`src/rtl/friscv_rv32i_pkg.sv`:
```
// Shared RV32I definitions for the encoder and decoder: major opcodes,
// instruction formats and the bit positions of the fixed fields.
package friscv_rv32i_pkg;

  localparam logic [6:0] OPC_LUI      = 7'b0110111;
  localparam logic [6:0] OPC_AUIPC    = 7'b0010111;
  localparam logic [6:0] OPC_JAL      = 7'b1101111;
  localparam logic [6:0] OPC_JALR     = 7'b1100111;
  localparam logic [6:0] OPC_BRANCH   = 7'b1100011;
  localparam logic [6:0] OPC_LOAD     = 7'b0000011;
  localparam logic [6:0] OPC_STORE    = 7'b0100011;
  localparam logic [6:0] OPC_OP_IMM   = 7'b0010011;
  localparam logic [6:0] OPC_OP       = 7'b0110011;
  localparam logic [6:0] OPC_MISC_MEM = 7'b0001111;
  localparam logic [6:0] OPC_SYSTEM   = 7'b1110011;

  typedef enum logic [2:0] {FMT_R, FMT_I, FMT_S, FMT_B, FMT_U, FMT_J} fmt_e;

  localparam int OPCODE_LSB = 0;
  localparam int RD_LSB     = 7;
  localparam int FUNCT3_LSB = 12;
  localparam int RS1_LSB    = 15;
  localparam int RS2_LSB    = 20;
  localparam int FUNCT7_LSB = 25;
  localparam int IMM_I_LSB  = 20;
  localparam int IMM_U_LSB  = 12;

  // Unknown opcodes fall back to the R layout.
  function automatic fmt_e opcode_format(input logic [6:0] opcode);
    case (opcode)
      OPC_OP_IMM, OPC_LOAD, OPC_JALR, OPC_SYSTEM, OPC_MISC_MEM: opcode_format = FMT_I;
      OPC_STORE:          opcode_format = FMT_S;
      OPC_BRANCH:         opcode_format = FMT_B;
      OPC_LUI, OPC_AUIPC: opcode_format = FMT_U;
      OPC_JAL:            opcode_format = FMT_J;
      default:            opcode_format = FMT_R;
    endcase
  endfunction

  function automatic logic opcode_known(input logic [6:0] opcode);
    case (opcode)
      OPC_LUI, OPC_AUIPC, OPC_JAL, OPC_JALR, OPC_BRANCH, OPC_LOAD,
      OPC_STORE, OPC_OP_IMM, OPC_OP, OPC_MISC_MEM, OPC_SYSTEM: opcode_known = 1'b1;
      default: opcode_known = 1'b0;
    endcase
  endfunction

endpackage

```
`src/rtl/friscv_scfifo.sv`:
```
// Single-clock FIFO with a registered occupancy count; the head word is
// visible on pop_data whenever the FIFO is not empty.
module friscv_scfifo #(
  parameter int WIDTH = 32,
  parameter int DEPTH = 4
) (
  input  logic             clk,
  input  logic             srst,
  input  logic             push,
  input  logic [WIDTH-1:0] push_data,
  input  logic             pop,
  output logic [WIDTH-1:0] pop_data,
  output logic             full,
  output logic             empty
);

  localparam int PTR_W = $clog2(DEPTH);
  localparam int CNT_W = $clog2(DEPTH + 1);

  logic [WIDTH-1:0] mem [DEPTH];
  logic [PTR_W-1:0] wr_ptr;
  logic [PTR_W-1:0] rd_ptr;
  logic [CNT_W-1:0] count;
  logic             do_push;
  logic             do_pop;

  assign do_push  = push & !full;
  assign do_pop   = pop & !empty;
  assign full     = (count == CNT_W'(DEPTH));
  assign empty    = (count == '0);
  assign pop_data = mem[rd_ptr];

  always_ff @(posedge clk) begin
    if (do_push) mem[wr_ptr] <= push_data;
  end

  // Pointers wrap naturally because DEPTH is a power of two.
  always_ff @(posedge clk) begin
    if (srst) begin
      wr_ptr <= '0;
      rd_ptr <= '0;
      count  <= '0;
    end else begin
      if (do_push) wr_ptr <= wr_ptr + 1'b1;
      if (do_pop)  rd_ptr <= rd_ptr + 1'b1;
      case ({do_push, do_pop})
        2'b10:   count <= count + 1'b1;
        2'b01:   count <= count - 1'b1;
        default: count <= count;
      endcase
    end
  end

endmodule

```
`src/rtl/friscv_rv32i_encoder.sv`:
```
// Builds RV32I words from field requests and streams them out through a FIFO.
// Define FRISCV_ENC_CHECK_EN to reject malformed requests instead of truncating them.
module friscv_rv32i_encoder #(
  parameter int XLEN  = 32,
  parameter int DEPTH = 4
) (
  input  logic            aclk,
  input  logic            srst,
  input  logic            enc_valid,
  output logic            enc_ready,
  input  logic [6:0]      enc_opcode,
  input  logic [2:0]      enc_funct3,
  input  logic [6:0]      enc_funct7,
  input  logic [4:0]      enc_rd,
  input  logic [4:0]      enc_rs1,
  input  logic [4:0]      enc_rs2,
  input  logic [31:0]     enc_imm,
  output logic            inst_valid,
  input  logic            inst_ready,
  output logic [XLEN-1:0] inst_data,
  output logic            enc_error,
  output logic [7:0]      err_count
);

  import friscv_rv32i_pkg::*;

  fmt_e            fmt;
  logic [11:0]     imm12;
  logic [XLEN-1:0] word;
  logic            req_ok;
  logic            accept;
  logic            fifo_push;
  logic            fifo_pop;
  logic            fifo_full;
  logic            fifo_empty;
  logic [XLEN-1:0] fifo_head;
  logic [XLEN-1:0] last_q;

  // Only the fields belonging to the selected layout reach the word.
  always_comb begin
    fmt   = opcode_format(enc_opcode);
    imm12 = (enc_opcode == OPC_MISC_MEM) ? {4'b0000, enc_imm[7:0]} : enc_imm[11:0];
    word  = '0;
    word[OPCODE_LSB +: 7] = enc_opcode;
    case (fmt)
      FMT_I: begin
        word[RD_LSB +: 5]     = enc_rd;
        word[FUNCT3_LSB +: 3] = enc_funct3;
        word[RS1_LSB +: 5]    = enc_rs1;
        word[IMM_I_LSB +: 12] = imm12;
      end
      FMT_S: begin
        word[RD_LSB +: 5]     = enc_imm[4:0];
        word[FUNCT3_LSB +: 3] = enc_funct3;
        word[RS1_LSB +: 5]    = enc_rs1;
        word[RS2_LSB +: 5]    = enc_rs2;
        word[FUNCT7_LSB +: 7] = enc_imm[11:5];
      end
      FMT_B: begin
        word[RD_LSB +: 5]     = {enc_imm[4:1], enc_imm[11]};
        word[FUNCT3_LSB +: 3] = enc_funct3;
        word[RS1_LSB +: 5]    = enc_rs1;
        word[RS2_LSB +: 5]    = enc_rs2;
        word[FUNCT7_LSB +: 7] = {enc_imm[12], enc_imm[10:5]};
      end
      FMT_U: begin
        word[RD_LSB +: 5]     = enc_rd;
        word[IMM_U_LSB +: 20] = enc_imm[31:12];
      end
      FMT_J: begin
        word[RD_LSB +: 5]     = enc_rd;
        word[IMM_U_LSB +: 20] = {enc_imm[20], enc_imm[10:1], enc_imm[11], enc_imm[19:12]};
      end
      default: begin
        word[RD_LSB +: 5]     = enc_rd;
        word[FUNCT3_LSB +: 3] = enc_funct3;
        word[RS1_LSB +: 5]    = enc_rs1;
        word[RS2_LSB +: 5]    = enc_rs2;
        word[FUNCT7_LSB +: 7] = enc_funct7;
      end
    endcase
  end

`ifdef FRISCV_ENC_CHECK_EN
  // Immediate must be representable in its field once sign-extended back.
  always_comb begin
    req_ok = opcode_known(enc_opcode);
    case (fmt)
      FMT_I, FMT_S: if (enc_imm[31:11] != {21{enc_imm[11]}}) req_ok = 1'b0;
      FMT_B: if ((enc_imm[31:12] != {20{enc_imm[12]}}) || enc_imm[0]) req_ok = 1'b0;
      FMT_J: if ((enc_imm[31:20] != {12{enc_imm[20]}}) || enc_imm[0]) req_ok = 1'b0;
      FMT_U: if (enc_imm[11:0] != 12'd0) req_ok = 1'b0;
      default: ;
    endcase
  end

  always_ff @(posedge aclk) begin
    if (srst) begin
      enc_error <= 1'b0;
      err_count <= 8'd0;
    end else begin
      enc_error <= accept & !req_ok;
      if (accept && !req_ok && (err_count != 8'hFF)) err_count <= err_count + 8'd1;
    end
  end
`else
  assign req_ok    = 1'b1;
  assign enc_error = 1'b0;
  assign err_count = 8'd0;
`endif

  assign enc_ready = !srst && !fifo_full;
  assign accept    = enc_valid & enc_ready;
  assign fifo_push = accept & req_ok;
  assign fifo_pop  = inst_ready & !fifo_empty;

  friscv_scfifo #(.WIDTH(XLEN), .DEPTH(DEPTH)) u_fifo (
    .clk       (aclk),
    .srst      (srst),
    .push      (fifo_push),
    .push_data (word),
    .pop       (fifo_pop),
    .pop_data  (fifo_head),
    .full      (fifo_full),
    .empty     (fifo_empty)
  );

  // Remember the last delivered word so an empty FIFO keeps inst_data steady.
  always_ff @(posedge aclk) begin
    if (srst)          last_q <= '0;
    else if (fifo_pop) last_q <= fifo_head;
  end

  assign inst_valid = !fifo_empty;
  assign inst_data  = fifo_empty ? last_q : fifo_head;

endmodule

```
`config.mk`:
```
export PLATFORM = sky130hd
export DESIGN_NAME = friscv_rv32i_encoder
export DESIGN_NICKNAME = d
export VERILOG_FILES = /design/src/rtl/friscv_rv32i_pkg.sv /design/src/rtl/friscv_scfifo.sv /design/src/rtl/friscv_rv32i_encoder.sv
export SDC_FILE = /design/constraint.sdc
export NUM_CORES = 1
export LEC_CHECK = 0
export BUFFER_PORTS_ARGS = -buffer_cell sky130_fd_sc_hd__buf_4
export CAP_MARGIN = 20
export CORE_MARGIN = 2
export CORE_UTILIZATION = 51
export DETAILED_ROUTE_END_ITERATION = 16
export HOLD_SLACK_MARGIN = 0.05
export PLACE_DENSITY = 0.76
export SKIP_LAST_GASP = 1
export SYNTH_ARGS = -nofsm -noshare
export SYNTH_HDL_FRONTEND = slang
export SYNTH_SLANG_ARGS = --single-unit
```
`constraint.sdc`:
```
create_clock -name aclk -period 2.4 [get_ports aclk]
set_clock_uncertainty 0.2 [all_clocks]
set_input_delay 0.24 -clock aclk [delete_from_list [all_inputs] [get_ports aclk]]
set_output_delay 0.24 -clock aclk [all_outputs]
set_load 0.1 [all_outputs]
```
* Word-level counts from Yosys, hierarchy flattened
Memories as Yosys holds them, arrays and structs flattened. A register that Yosys moved wholly into a read port is not among the register bits.
Index checks and enable logic that the tools add are counted.
** Word-level totals
- Memories :: 1
- Output and inout port bits :: 43
- Register bits after elaboration :: 39
- Input port bits :: 68
- Memory bits (writable) :: 128
- Logic and storage cells :: 48
** Cells by class
- Equal/unequal tests :: 18
- Multiplexer cells :: 9
- $add $sub $neg :: 4
- Bitwise logic cells :: 4
- Reduce and logical (&&, ||, !) cells :: 8
** Memories
- u_fifo.mem :: depth 4, width 32, rd ports 1, clocked after Yosys merged registers in 1, wr ports 1, RTL line friscv_scfifo.sv:20 : logic [WIDTH-1:0] mem [DEPTH];
** Operators by type and width (count)
- case mux 25 bit (5 select lines) :: 1
- two-way mux 32 bit :: 1
- equality test 7 bit, second input constant :: 4
- case mux 3 bit (5 select lines) :: 1
- equality test 7 x 5 -> 1 bit, second input constant :: 2
- equality test 7 x 6 -> 1 bit, second input constant :: 2
- two-way mux 12 bit :: 1
- equality test 3 bit, second input constant :: 3
- equality test 7 x 2 -> 1 bit, second input constant :: 1
- equality test 7 x 4 -> 1 bit, second input constant :: 1
- equality test 3 x 2 -> 1 bit, second input constant :: 2
- case mux 3 bit (2 select lines) :: 1
- OR reduction 5 bit :: 1
- adder 2 x 1 -> 2 bit, second input constant :: 2
- AND 1 bit :: 4
- two-way mux 2 bit :: 2
- adder 3 x 1 -> 3 bit, second input constant :: 1
- equality test 3 x 1 -> 1 bit, second input constant :: 1
- logical NOT 1 bit :: 3
- logical NOT 3 bit :: 1
- subtractor 3 x 1 -> 3 bit, second input constant :: 1
- equality test 2 x 1 -> 1 bit, second input constant :: 1
- equality test 2 bit, second input constant :: 1
- two-way mux 1 bit :: 2
- 3 further kinds :: 3

* Longest topological paths before layout
Gate-level depths: netlist (run 1).
- Word-level depth :: 7
- Gate-level depth with buffers :: 11
- Mapped depth without buffers :: 9

* Hierarchy
From an unflattened synthesis (run 1), not the netlist that was laid out.
** Unflattened totals
- Cells, all modules :: 517
- Area total of the unflattened synthesis :: 7537.2 µm²
** Modules (own cells, without submodules)
- friscv_scfifo :: instances 1, cells an instance 221, area each 5143.7 µm², seq. area each 4023.9 µm²
- friscv_rv32i_encoder :: instances 1, cells an instance 296, area each 2393.5 µm², seq. area each 640.6 µm²

* Worst setup path before layout (run 1)
OpenSTA, ideal clock, no wires.
- Kind :: reg-to-output
- From :: reg u_fifo.count[0]
- To :: out inst_data[22]
- Setup slack :: -458 ps
- Required time :: 1960 ps
- Stages on the path, launching flop included :: 5
- Path buffers :: 2
- Arrival :: 2418 ps
- Path through :: dfxtp_1 or3_1 buf_2 buf_1 mux2_2
** Between the ends
- Word-level cells in the longest chain between the ends :: 2
** Ends and longest elaborated chain
- from (decl) :: RTL line friscv_scfifo.sv:23 : logic [CNT_W-1:0] count;
- from (signal assigned) :: RTL line friscv_scfifo.sv:47 : 2'b10: count <= count + 1'b1;
- from (signal assigned) :: RTL line friscv_scfifo.sv:48 : 2'b01: count <= count - 1'b1;
- from (signal assigned) :: RTL line friscv_scfifo.sv:49 : default: count <= count;
- logical NOT 3 bit :: RTL line friscv_scfifo.sv:30 : assign empty = (count == '0);
- two-way mux 32 bit :: RTL line friscv_rv32i_encoder.sv:135 : assign inst_data = fifo_empty ? last_q : fifo_head;
- to (decl) :: RTL line friscv_rv32i_encoder.sv:20 : output logic [XLEN-1:0] inst_data,
No other way between the ends.

==> flow_summary.json, run 1 <==
{
  "worstSkewPairLatency_ns": 0.42,
  "cts_post_setup_buffers_inserted": 0,
  "final-seq-area_um2": 4670,
  "powerDensity_nw_per_um2": 1390,
  "report.final.setup_viol": 32,
  "rsz_0062_raised_after_global_routing": "yes",
  "global_route.usage.total_pct": 22.7,
  "synthesis.area_per_instance_um2": 14.6,
  "via_count_of_the_first_global_routing_pass": 4828,
  "yosys.cell_types.count": 58,
  "core_area_um2": 13900,
  "most_used_dff_post_synth": "sky130_fd_sc_hd__edfxtp_1",
  "power.sequential.fraction_pct": 26.5,
  "worst_pin_slew_ns": 0.633,
  "yosys_warnings": 0,
  "synth.cell_area_um2": 7330,
  "dp.final_hpwl_mm": 9.98,
  "pwr-share-clk_pct": 23.9,
  "final-hold-violation-count": 0,
  "synth_most_common_cell": "sky130_fd_sc_hd__edfxtp_1",
  "critical_path.n_buffers_inverters": 2,
  "final.min_clock_period_ns": 2.51,
  "numCtsBuffers": 17,
  "post_synth_top_area_cell": "sky130_fd_sc_hd__edfxtp_1",
  "pin_count": 111,
  "ys_seq_elements": 169,
  "clk_pin_slew_worst_paths_ns": 0.06,
  "flow.area_growth_from_synthesis_pct": 33.2,
  "p_leak_uw": 0.00353,
  "max-vdd-ir-drop_v": 0.000790,
  "count_of_flip_flops_with_a_built_in_enable_after_synthesis": 128,
  "finish.cell_count_without_fillers": 845,
  "initial_utilization_pct": 52.6,
  "dpl_worst_slack_ns": 0.177,
  "synth_largest_type_area_fraction_pct": 52.4,
  "first_iter_violations": 376,
  "worstHoldPathType": "primary input to register",
  "critical_path.endpoint_type": "output pin",
  "postSynthCellCount": 503,
  "max_clock_freq_mhz": 398,
  "total_via_count_after_detailed_routing": 4784,
  "nets": 726,
  "asyncSetResetFlopFracSynth_pct": 0,
  "combinationalPowerShare_pct": 49.5,
  "worstSetupPathType": "register to output pin",
  "drtPass1Iterations": 7,
  "post-route-drc-count": 0,
  "gp_congestion": 0.872,
  "fraction_of_layout_instances_using_a_drive_strength_above_1_pct": 36.5,
  "placement.io_buffers": 101,
  "cts_tree": "built",
  "routed_wl_mm": 16.6,
  "inst_count_dp": 772,
  "clock-sinks": 169,
  "hold_ws_ns": 0.0667,
  "wl_per_cell_um": 19.6,
  "failed_checks": "setup timing",
  "antenna_left": 0,
  "final.setup.worst_slack_ns": -0.110,
  "critical_path.startpoint_type": "register",
  "reg2reg_slack_ns": 0.14,
  "p_int_uw": 7920,
  "die_height_um": 124,
  "post_synth_main_area_contributors": "sky130_fd_sc_hd__edfxtp_1 (52%), sky130_fd_sc_hd__dfxtp_1 (11%), sky130_fd_sc_hd__mux4_2 (9.8%)",
  "antenna_cells": 0,
  "die_area_um2": 15300,
  "dieWidth_um": 124,
  "drt_via_density": 5.66,
  "drv.max_cap_violation_count": 0,
  "worst-path-max-fanout": 9,
  "worst_ep_arrival_time_ns": 2.07,
  "yosysSeqAreaShare_pct": 63.6,
  "fin_util_pct": 70.1,
  "timing.final.crit_share_pct": 105,
  "htreeDepth": 4,
  "global_route.overflow_total": 0,
  "rows": 43,
  "power.share.switching_pct": 41.5,
  "yosys-top-cells-count": "sky130_fd_sc_hd__edfxtp_1 (128), sky130_fd_sc_hd__nand2_1 (73), sky130_fd_sc_hd__mux2_2 (44)",
  "power.switching_uw": 5620,
  "initial_antenna_violation_count": 0,
  "cts-root-buf": "sky130_fd_sc_hd__clkbuf_16",
  "critical-path-top-delay-family": "multiplexers",
  "critical-path-max-stage-delay_ns": 0.56,
  "fillers": 878,
  "cp_cell_sequence": "buf_12, mux4_2, mux2_2, buf_6",
  "multiInputGateArea_um2": 2450,
  "run_status": "finished with violations",
  "worst_slew_margin_rel_pct": 57.8,
  "largest_net_degree_at_the_start_of_global_routing": 42,
  "max-clock-path-buffers": 2,
  "cp.required_ns": 1.96,
  "grt_first_pass_wirelength_mm": 25.1,
  "timing.critical_path.slowest_stage_cell": "sky130_fd_sc_hd__mux4_2",
  "timing.final.max_slew_violations": 0
}
-- layout make-up --
type	count	area share, %
Multi-Input combinational cell	285	25.1
Inverter	19	0.731
Clock inverter	12	2.76
Timing Repair Buffer	160	16.8
Clock buffer	20	4.47
Tap cell	180	2.31
Sequential cell	169	47.8
-- state kept, by name, indices dropped and copies added (netlist names), named ones only --
name and flops:
u_fifo.mem 128, last_q 32, u_fifo.count 3, u_fifo.rd_ptr 2, u_fifo.wr_ptr 2
-- per-stage QoR --
step / total power, uW / instance area (um^2) / TNS (ns)
detailed placement: 9460 / 8330 / 0
global route: 14000 / 9760 / -4.04
global placement: 9360 / 8330 / 0
floorplan: 8280 / 7380 / -0.982
finish: 13500 / 9760 / -2.10
CTS: 13100 / 9580 / -2.63
-- worst reg2reg max path, cell delays in order (launching register included) --
cell	delay [ns]
sky130_fd_sc_hd__dfxtp_1	0.38
sky130_fd_sc_hd__or3_1	0.22
sky130_fd_sc_hd__nand2_2	0.08
sky130_fd_sc_hd__inv_2	0.06
sky130_fd_sc_hd__ha_1	0.18
sky130_fd_sc_hd__inv_1	0.07
sky130_fd_sc_hd__fa_1	0.37
sky130_fd_sc_hd__xor2_1	0.17
sky130_fd_sc_hd__or3_1	0.32
sky130_fd_sc_hd__a21oi_1	0.14
-- cells by family after synthesis --
kind of cell | share of synthesized area (%)
DFF | 63.6
and+or+nand+nor | 6.76
muxes | 16.7
AOI/OAI and AO/OA | 6.88
buffers and inverters | 4.11
adders and majority gates | 1.13
xor gates and xnor gates | 0.717
other | 0.0512
-- worst paths after layout --
check                           cells after the start                 to       startpoint
worst min-delay path                                3  u_fifo.mem[3][25]       enc_imm[5]
worst max-delay path                                4       inst_data[0]         register
worst min register to register                      2         last_q[13]       last_q[13]
worst max register to register                      9    u_fifo.count[2]  u_fifo.count[2]
-- repair_timing --
item | CTS | global route
hold endpoints to repair | 100 | 4
gates resized for setup | 38 | 34
endpoints found under the setup margin | 32 | 40
gates cloned | 1 | 1
hold buffers | 38 | 1
-- routing by layer --
metal | vias to the layer above | global-route usage, % | share of wire, %
met5 | - | 0 | 0
met1 | 2392 | 27.9 | 40
met2 | 199 | 39.4 | 52
met4 | 0 | 8.15 | 2.0
met3 | 28 | 5.49 | 6.2
li1 | 2165 | - | -
-- layout by cell type (no fill, tap or decap), types with 2 or more instances in the layout --
cell type,Yosys,routed
sky130_fd_sc_hd__edfxtp_1,128,128
sky130_fd_sc_hd__buf_4,9,79
sky130_fd_sc_hd__nand2_1,73,73
sky130_fd_sc_hd__a21oi_1,40,40
sky130_fd_sc_hd__dfxtp_1,41,40
sky130_fd_sc_hd__dlygate4sd3_1,0,39
sky130_fd_sc_hd__mux2_2,44,33
sky130_fd_sc_hd__mux4_2,32,32
sky130_fd_sc_hd__buf_6,1,22
sky130_fd_sc_hd__inv_1,18,18
sky130_fd_sc_hd__clkbuf_16,0,18
sky130_fd_sc_hd__buf_12,0,18
sky130_fd_sc_hd__nor2_1,12,12
sky130_fd_sc_hd__mux2_4,0,11
sky130_fd_sc_hd__conb_1,1,9
sky130_fd_sc_hd__bufinv_16,0,8
sky130_fd_sc_hd__o21ai_0,6,6
sky130_fd_sc_hd__and2_1,9,5
sky130_fd_sc_hd__ha_1,5,5
sky130_fd_sc_hd__xor2_1,4,4
sky130_fd_sc_hd__o221ai_1,4,4
sky130_fd_sc_hd__a221o_1,4,4
sky130_fd_sc_hd__and2_2,0,4
sky130_fd_sc_hd__or3_1,3,3
sky130_fd_sc_hd__nor3_1,3,3
sky130_fd_sc_hd__clkbuf_1,10,3
sky130_fd_sc_hd__a221oi_1,2,2
sky130_fd_sc_hd__a2bb2oi_1,2,2
sky130_fd_sc_hd__nand2b_1,2,2
sky130_fd_sc_hd__xnor2_1,2,2
-- power groups by stage --
stage | combinational (uW) | clock (uW) | sequential, uW
final | 6700 | 3240 | 3590
after global routing | 6960 | 3400 | 3620
after CTS | 6290 | 3270 | 3580
after detailed placement | 5840 | 0 | 3620
after global placement | 5770 | 0 | 3600
after floorplan | 4700 | 0 | 3580
Note: power is estimated with default switching activity, not from simulation.
==> inputs of run 2 (changes only) <==
--- a/config.mk
+++ b/config.mk
@@ -6,13 +6,13 @@
 export NUM_CORES = 1
 export LEC_CHECK = 0
 export BUFFER_PORTS_ARGS = -buffer_cell sky130_fd_sc_hd__buf_4
-export CAP_MARGIN = 20
 export CORE_MARGIN = 2
-export CORE_UTILIZATION = 51
+export CORE_UTILIZATION = 52
 export DETAILED_ROUTE_END_ITERATION = 16
 export HOLD_SLACK_MARGIN = 0.05
-export PLACE_DENSITY = 0.76
+export PLACE_DENSITY = 0.77
 export SKIP_LAST_GASP = 1
 export SYNTH_ARGS = -nofsm -noshare
 export SYNTH_HDL_FRONTEND = slang
+export SYNTH_HIERARCHICAL = 1
 export SYNTH_SLANG_ARGS = --single-unit
==> run 2 against run 1 <==
Against the previous run: the run still ends with setup timing left; worst hold slack lost 0.0039 ns; critical path depth grew 1; first-iteration DRC count shrank 2.4%; largest cell class unchanged.
==> flow_summary.json, run 2 <==
{
  "run_status": "finished with violations",
  "failed_checks": "setup timing",
  "max-clock-path-buffers": 2,
  "p_leak_uw": 0.00380,
  "die_height_um": 124,
  "cp.required_ns": 1.96,
  "placement.io_buffers": 101,
  "largest-register": "u_fifo/mem",
  "final.setup.worst_slack_ns": -0.114,
  "count_of_flip_flops_with_a_built_in_enable_after_synthesis": 128,
  "critical_path.endpoint_type": "output pin",
  "postLayoutCellArea_um2": 10200,
  "top_layer_used": "met4",
  "layout_commonest_cell": "sky130_fd_sc_hd__edfxtp_1",
  "placedInstanceArea_um2": 8670,
  "met1_length_mm": 7.05,
  "rows": 43,
  "powerDensity_nw_per_um2": 769,
  "initial_antenna_violation_count": 0,
  "synth_most_common_cell": "sky130_fd_sc_hd__edfxtp_1",
  "drv.max_cap_violation_count": 0,
  "first_iter_violations": 367,
  "postSynthCellCount": 517,
  "worstHoldPathType": "primary input to register",
  "numCtsBuffers": 17,
  "clock-sinks": 169,
  "flow.area_growth_from_synthesis_pct": 35.2,
  "global_route.usage.total_pct": 23.6,
  "synth.cell_area_um2": 7540,
  "timing.final.max_slew_violations": 0,
  "htreeDepth": 4,
  "final-hold-violation-count": 0,
  "worst_slew_margin_rel_pct": 63.2,
  "synth_largest_type_area_fraction_pct": 51.0,
  "timing.final.crit_share_pct": 105,
  "worst_pin_slew_ns": 0.550,
  "post_synth_main_area_contributors": "sky130_fd_sc_hd__edfxtp_1 (51%), sky130_fd_sc_hd__dfxtp_1 (11%), sky130_fd_sc_hd__mux4_2 (9.0%)",
  "met2_length_mm": 9.46,
  "rsz_0062_raised_after_global_routing": "yes",
  "ys_seq_elements": 169,
  "critical_path.startpoint_type": "register",
  "report.final.setup_viol": 33,
  "asyncSetResetFlopFracSynth_pct": 0,
  "post-route-drc-count": 0,
  "dieWidth_um": 124,
  "nets": 765,
  "max_clock_freq_mhz": 398,
  "gp_congestion": 0.858,
  "worstSkewPairLatency_ns": 0.42,
  "pin_count": 111,
  "synthesis.area_per_instance_um2": 14.6,
  "final.min_clock_period_ns": 2.51,
  "worstSetupPathType": "register to output pin",
  "routed_wl_mm": 18.0,
  "dp.final_hpwl_mm": 10.9,
  "max-vdd-ir-drop_v": 0.000504,
  "core_area_um2": 14000,
  "most-common-layout-cells": "sky130_fd_sc_hd__edfxtp_1 (128), sky130_fd_sc_hd__buf_4 (99), sky130_fd_sc_hd__nand2_1 (76), sky130_fd_sc_hd__a21oi_1 (38), sky130_fd_sc_hd__dfxtp_1 (37)",
  "worst_ep_arrival_time_ns": 2.07,
  "most_used_dff_post_synth": "sky130_fd_sc_hd__edfxtp_1",
  "via_count_of_the_first_global_routing_pass": 5274,
  "grt_first_pass_wirelength_mm": 28.0,
  "antenna_left": 0,
  "largest_register_ffs": 128,
  "worst-path-max-fanout": 7,
  "largest_net_degree_at_the_start_of_global_routing": 42,
  "die_area_um2": 15500,
  "antenna_cells": 0,
  "yosys.cell_types.count": 59,
  "wl_met3_mm": 1.12,
  "global_route.overflow_total": 0,
  "yosys-top-cells-count": "sky130_fd_sc_hd__edfxtp_1 (128), sky130_fd_sc_hd__nand2_1 (77), sky130_fd_sc_hd__dfxtp_1 (41)",
  "yosys_warnings": 6,
  "yosysSeqAreaShare_pct": 61.9,
  "wl_per_cell_um": 20.4,
  "post-layout-total-power_uw": 7840,
  "total_via_count_after_detailed_routing": 4974,
  "layout_top_registers": "u_fifo/mem: 128 flops, last_q: 32 flops, u_fifo/count: 3 flops",
  "drtPass1Iterations": 5,
  "fraction_of_layout_instances_using_a_drive_strength_above_1_pct": 42.0,
  "clk_pin_slew_worst_paths_ns": 0.06,
  "initial_utilization_pct": 53.7,
  "post_synth_top_area_cell": "sky130_fd_sc_hd__edfxtp_1",
  "drt_via_density": 5.63,
  "cts-root-buf": "sky130_fd_sc_hd__clkbuf_16",
  "cts_tree": "built"
}
-- run 2: layout make-up --
cell class,count,area (um^2)
Inverter,20,86.3
Clock inverter,14,139
Clock buffer,18,429
Sequential cell,169,4680
Multi-Input combinational cell,298,2710
Timing Repair Buffer,185,1920
Fill cell,824,3850
Tap cell,180,225
-- run 2: power breakdown --
group | leakage (uW) | switching [uW] | internal, uW
Combinational | 0.00203 | 1240 | 735
Clock | 0.000275 | 1140 | 1450
Sequential | 0.00150 | 37.9 | 3240
Total | 0.00380 | 2410 | 5430
-- run 2: through the flow --
step | hold WS (ns) | setup TNS, ns | setup WS (ns) | cells | utilization, %
floorplan | 0.139 | -0.984 | -0.460 | 525 | -
global placement | 0.238 | 0 | 0.0484 | 796 | 61.7
detailed placement | 0.243 | -0.0677 | -0.0677 | 796 | 61.7
CTS | 0.0577 | -2.56 | -0.149 | 878 | 71.7
global route | 0.0575 | -4.51 | -0.172 | 884 | 72.5
finish | 0.0628 | -2.40 | -0.114 | 884 | 72.5
-- run 2: worst paths after layout --
check | startpoint | to | slack, ns | cells after the start
worst min-delay path | enc_rs2[0] | u_fifo/mem[2][20] | 0.06 | 2
worst max-delay path | register | inst_data[31] | -0.11 | 5
worst min register to register | last_q[10] | last_q[10] | 0.25 | 2
worst max register to register | u_fifo/count[1] | u_fifo/count[2] | -0.08 | 14
-- run 2: what timing repair did --
item                                   4_1_cts  5_1_grt
cloned                                       2        1
setup endpoints to repair                   33       86
endpoints found under the hold margin       96        0
hold buffers                                35        0
buffers inserted                            13        5
pin swaps                                    9        7
resized for setup                           83       19
-- run 2: metal layers --
layer  track usage, %  up-vias
met2             41.6      206
met4             8.53        0
met3             4.73       29
li1                 -     2277
met1             29.0     2462
met5                0        -
-- run 2: worst max-delay path, cell delays in order (launching register included) --
cell	delay [ns]
sky130_fd_sc_hd__dfxtp_4	0.39
sky130_fd_sc_hd__buf_12	0.13
sky130_fd_sc_hd__buf_16	0.14
sky130_fd_sc_hd__mux4_2	0.53
sky130_fd_sc_hd__mux2_4	0.31
sky130_fd_sc_hd__buf_12	0.17
-- run 2: logic make-up after synthesis --
logic type,share of synthesized area [%]
flops,61.9
simple gates,8.48
compound gates,6.97
mux,16.5
buf+inv,4.55
fa+ha+maj,1.10
xor+xnor,0.465
other cells,0.0498
